**src/rtl/rr_mux4_stream.sv**
```systemverilog
// Four-input round-robin stream mux: merges four valid/ready sources onto one tagged output.
// Latency: 1 cycle from a source handshake (d_valid & d_ready) to y_valid; 1 word/cycle sustained.
// Backpressure: y_ready low with y_valid high freezes y/y_sel/y_valid and the pointer; d_ready is 0000.
//
// Ports:
//   clk, rst          rising-edge clock, asynchronous active-high reset
//   d_valid, d_ready  per-source handshake, bit i belongs to source i
//   d                 packed source words, source i at [i*DATA_W +: DATA_W]
//   y_valid, y_ready  output handshake (y_valid registered)
//   y, y_sel          registered output word and its 2-bit source index
module rr_mux4_stream #(
  parameter int DATA_W = 8
) (
  input  logic                clk,
  input  logic                rst,
  input  logic [3:0]          d_valid,
  output logic [3:0]          d_ready,
  input  logic [4*DATA_W-1:0] d,
  output logic                y_valid,
  input  logic                y_ready,
  output logic [DATA_W-1:0]   y,
  output logic [1:0]          y_sel
);

  logic [1:0]        ptr;
  logic [3:0]        grant;
  logic [1:0]        win;
  logic [1:0]        idx;
  logic              found;
  logic              load_en;
  logic [DATA_W-1:0] win_dat;

  // The output slot can be refilled in the same cycle it drains, which is
  // what gives full throughput with y_ready held high.
  assign load_en = (|d_valid) && (!y_valid || y_ready);

  // Scan ptr, ptr+1, ptr+2, ptr+3 (2-bit wrap); first requester wins.
  always_comb begin
    grant = 4'b0000;
    win   = ptr;
    idx   = 2'd0;
    found = 1'b0;
    for (int k = 0; k < 4; k++) begin
      idx = ptr + 2'(k);
      if (!found && d_valid[idx]) begin
        found      = 1'b1;
        win        = idx;
        grant[idx] = 1'b1;
      end
    end
  end

  assign win_dat = d[win*DATA_W +: DATA_W];

  // Gated by rst so no source sees an accept while the block is held in reset.
  assign d_ready = (load_en && !rst) ? grant : 4'b0000;

  always_ff @(posedge clk or posedge rst) begin
    if (rst) begin
      y_valid <= 1'b0;
      y       <= '0;
      y_sel   <= 2'd0;
      ptr     <= 2'd0;
    end else if (load_en) begin
      y       <= win_dat;
      y_sel   <= win;
      y_valid <= 1'b1;
      ptr     <= win + 2'd1;
    end else if (y_ready) begin
      // Drained with nothing to load: data and tag keep their last values.
      y_valid <= 1'b0;
    end
  end

endmodule

```
**config.mk**
```make
export PLATFORM = sky130hd
export DESIGN_NAME = rr_mux4_stream
export DESIGN_NICKNAME = d
export VERILOG_FILES = /design/src/rtl/rr_mux4_stream.sv
export SDC_FILE = /design/constraint.sdc
export NUM_CORES = 1
export LEC_CHECK = 0
export ABC_AREA = 1
export CELL_PAD_IN_SITES_DETAIL_PLACEMENT = 2
export CELL_PAD_IN_SITES_GLOBAL_PLACEMENT = 2
export CORE_MARGIN = 2
export CORE_UTILIZATION = 33
export CTS_BUF_LIST = sky130_fd_sc_hd__clkbuf_8 sky130_fd_sc_hd__clkbuf_16
export DETAILED_ROUTE_END_ITERATION = 7
export DONT_BUFFER_PORTS = 1
export PLACE_DENSITY_LB_ADDON = 0.1
export SYNTH_ARGS = -nofsm -noshare
export SYNTH_HDL_FRONTEND = slang
export SYNTH_SLANG_ARGS = --single-unit
```
**constraint.sdc**
```tcl
create_clock -name clk -period 4.5 [get_ports clk]
set_input_delay 0.225 -clock clk [delete_from_list [all_inputs] [get_ports clk]]
set_output_delay 0.225 -clock clk [all_outputs]
set_load 0.1 [all_outputs]
```
==> out/qor.txt <==
Skew-Pair Late Insertion Delay: 260 ps
crit path launch type: flip-flop
Final ANT Viol Nets: 0
slowest stage delay, CP: 680 ps
GPL Wtd Cong: 0.898
sequential share of the synthesized area: 24.0%
initial antenna violation count: 0
measured slew at the worst slew-check pin: 952 ps
post-synthesis cell area: 1360 µm²
area of the core: 3970 µm²
total gr overflow: 0
Worst Hold Class: primary input to flip-flop
Max Transition Viols Final: 0
Vias/cell: 5.26
Max Clk Rate: 329 MHz
Yosys reg bits: 13
critical path launch point: ptr[0]
Syn Nets: 269
delay-heaviest family, CP: flip-flops
CP Class: flip-flop to output pin
Avg Cell Area, Syn: 6.08 µm²
Buffers & Inverters on Critical Path: 3
worst hold start: y_ready
Post-Route Setup TNS: 0 ps
final worst path period share: 67.6%
clk slew on worst S/H paths: 60 ps
Synth cell types: 24
Final Net Count: 271
CTS tree: built
IO Pins: 54
CTS buffer count: 3
Iteration-0 DRC Markers: 39
overall die area: 4640 µm²
placed insts: 269
worst path arrival time: 2820 ps
Synth Area in Adders: 6.46%
RSZ-0062 raised after global routing: no
fin cells: 274
Post-Synthesis Cells: 223
largest net degree at the start of global routing: 20
r2r startpoint: ptr[0]
Layout area overhead: 8.76%
n_diodes: 0
first-pass GRT wire length: 7560 µm
Post-DP HPWL: 3840 µm
crit path capture type: output pin
WL final: 4740 µm
outcome: finished, final reports clean
synth warn: 0
DRT Pass-1 Iters: 4
Wirelength per Cell: 17.3 µm
CTS resizes: 0
die height: 68.1 µm
Simple-Gate Fraction of Synth Area: 52.4%
layout cells sized above 1: 10.7%
DR DRC count: 0
Initial Utilization: 34.2%
TritonCTS Sinks: 13
die width: 68.1 µm
post-synthesis mux area share: 0%
I/O Buffers: 0
worst relative slew slack: 36.5%
post-layout min period: 3040 ps
main combinational cell family by area after synthesis: simple AND/OR/NAND/NOR gates
Crit path required time: 4280 ps
most used cell, CP: nand2_1
CP max stage cell: dfrtp_1
Worst Skew: 1.80 ps
worst hold margin: 145 ps
Total GRT Usage: 22.7%
maximum root-to-sink buffer count: 2
critical-path cell list: inv_4, ha_1, inv_1, nand3_1, nand2_1, nand2_2, nor2_4, nand2_1, a41oi_2, buf_4
Worst Path Max Fanout: 13
post-synthesis compound-gate area fraction: 4.61%
Root Buffer: clkbuf_8
Layout fillers: 507
Max H-tree Level: 1
via count: 1440
final hold vios: 0
vias in the first global route: 1595
endpoints failing setup: 0
number of max-cap violations: 0
FP Rows: 23
Synth Area in XOR/XNOR: 0%
[worst paths after layout]
kind / to / slack [ps] / cells after the start
setup / recovery: d_ready[1] / 1460 / 10
hold / removal: y_valid / 140 / 3
setup reg to reg: y[5] / 1460 / 13
hold reg to reg: ptr[1] / 770 / 2
max in group asynchronous: y[4] / 3700 / 2
min in group asynchronous: y_sel[1] / 450 / 2
[timing repair]
item / in CTS / in global routing
hold buffers: 1 / 0
hold endpoints to repair: 13 / 0
setup buffers: 0 / 0
[cells in the mapped netlist]
cell type / n / area (µm²)
buf_4: 1 / 7.51
dfrtp_1: 13 / 325
nor4_1: 1 / 6.26
nor2_1: 2 / 7.51
inv_1: 27 / 101
nand3_2: 1 / 10.0
nand3_1: 50 / 250
nand4_1: 1 / 6.26
clkinv_1: 1 / 3.75
inv_4: 1 / 6.26
nor2_4: 1 / 11.3
clkbuf_1: 2 / 7.51
o21ai_1: 1 / 5.00
o21ai_0: 1 / 5.00
buf_2: 2 / 10.0
nand2_1: 91 / 342
a41oi_1: 4 / 35.0
nor2_2: 1 / 6.26
a21oi_1: 2 / 10.0
nand2_2: 6 / 37.5
buf_6: 3 / 33.8
nand2_4: 3 / 33.8
a22oi_1: 1 / 7.51
ha_1: 7 / 87.6
[worst reg2reg max path, cell delays in order (launching register included)]
cell      delay [ps]
dfrtp_1          680
inv_4            150
ha_1             400
inv_1            150
nand3_1           90
nand2_1          120
nand2_2           90
nor2_4           220
nand2_1           80
nand2_1          300
clkinv_1         330
nand2_1          170
nand3_1           80
nand2_1          110
[cell families after synthesis]
family / after synthesis
DFF: 13
buffers and inverters: 37
adders and majority gates: 7
AOI/OAI and AO/OA: 9
and+or+nand+nor: 157
[routing by layer]
layer  share of wire, %  up-vias  track usage, %  wire length [µm]
li1                   -      711               -                 -
met1                 40      676            23.3              1920
met2                 52       40            42.6              2450
met3                3.0       13            3.29               144
met4                4.8        0            14.5               227
met5                  0        -               0                 0
[cell type report]
class / count / area [µm²] / area share, %
clock buffers: 3 / 41.3 / 2.80
clock inverters: 1 / 3.75 / 0.254
inverters: 29 / 111 / 7.55
multi-input cells: 173 / 891 / 60.4
flip-flops and latches: 13 / 325 / 22.1
well taps: 50 / 62.6 / 4.24
repair buffers: 5 / 40.0 / 2.71
[cell usage in the layout (no fill, tap or decap), types with 2 or more instances in the layout]
cell and n:
nand3_1 50, a21oi_1 2, dfrtp_1 13, a41oi_2 4, nand2_4 3, nand2_2 6, clkbuf_8 3, buf_4 4
nor2_1 2, nand2_1 91, inv_1 28, ha_1 7
[metrics by stage]
step | utilization (%) | area (µm²) | setup slack (ps)
after floorplan | - | 1360 | 1060
final | 37.1 | 1480 | 1460
after detailed placement | 35.8 | 1420 | 1490
after global routing | 37.1 | 1480 | 1070
after global placement | 35.8 | 1420 | 1690
after CTS | 37.1 | 1480 | 1450
[state kept, by name, indices dropped and copies added, names as in the netlist]
signal / flops
y: 8
y_sel: 2
y_valid: 1
ptr: 2
Power is left out: the tool's default activity adds up to more than one toggle a clock period on the data nets, which glitch-free logic cannot reach.
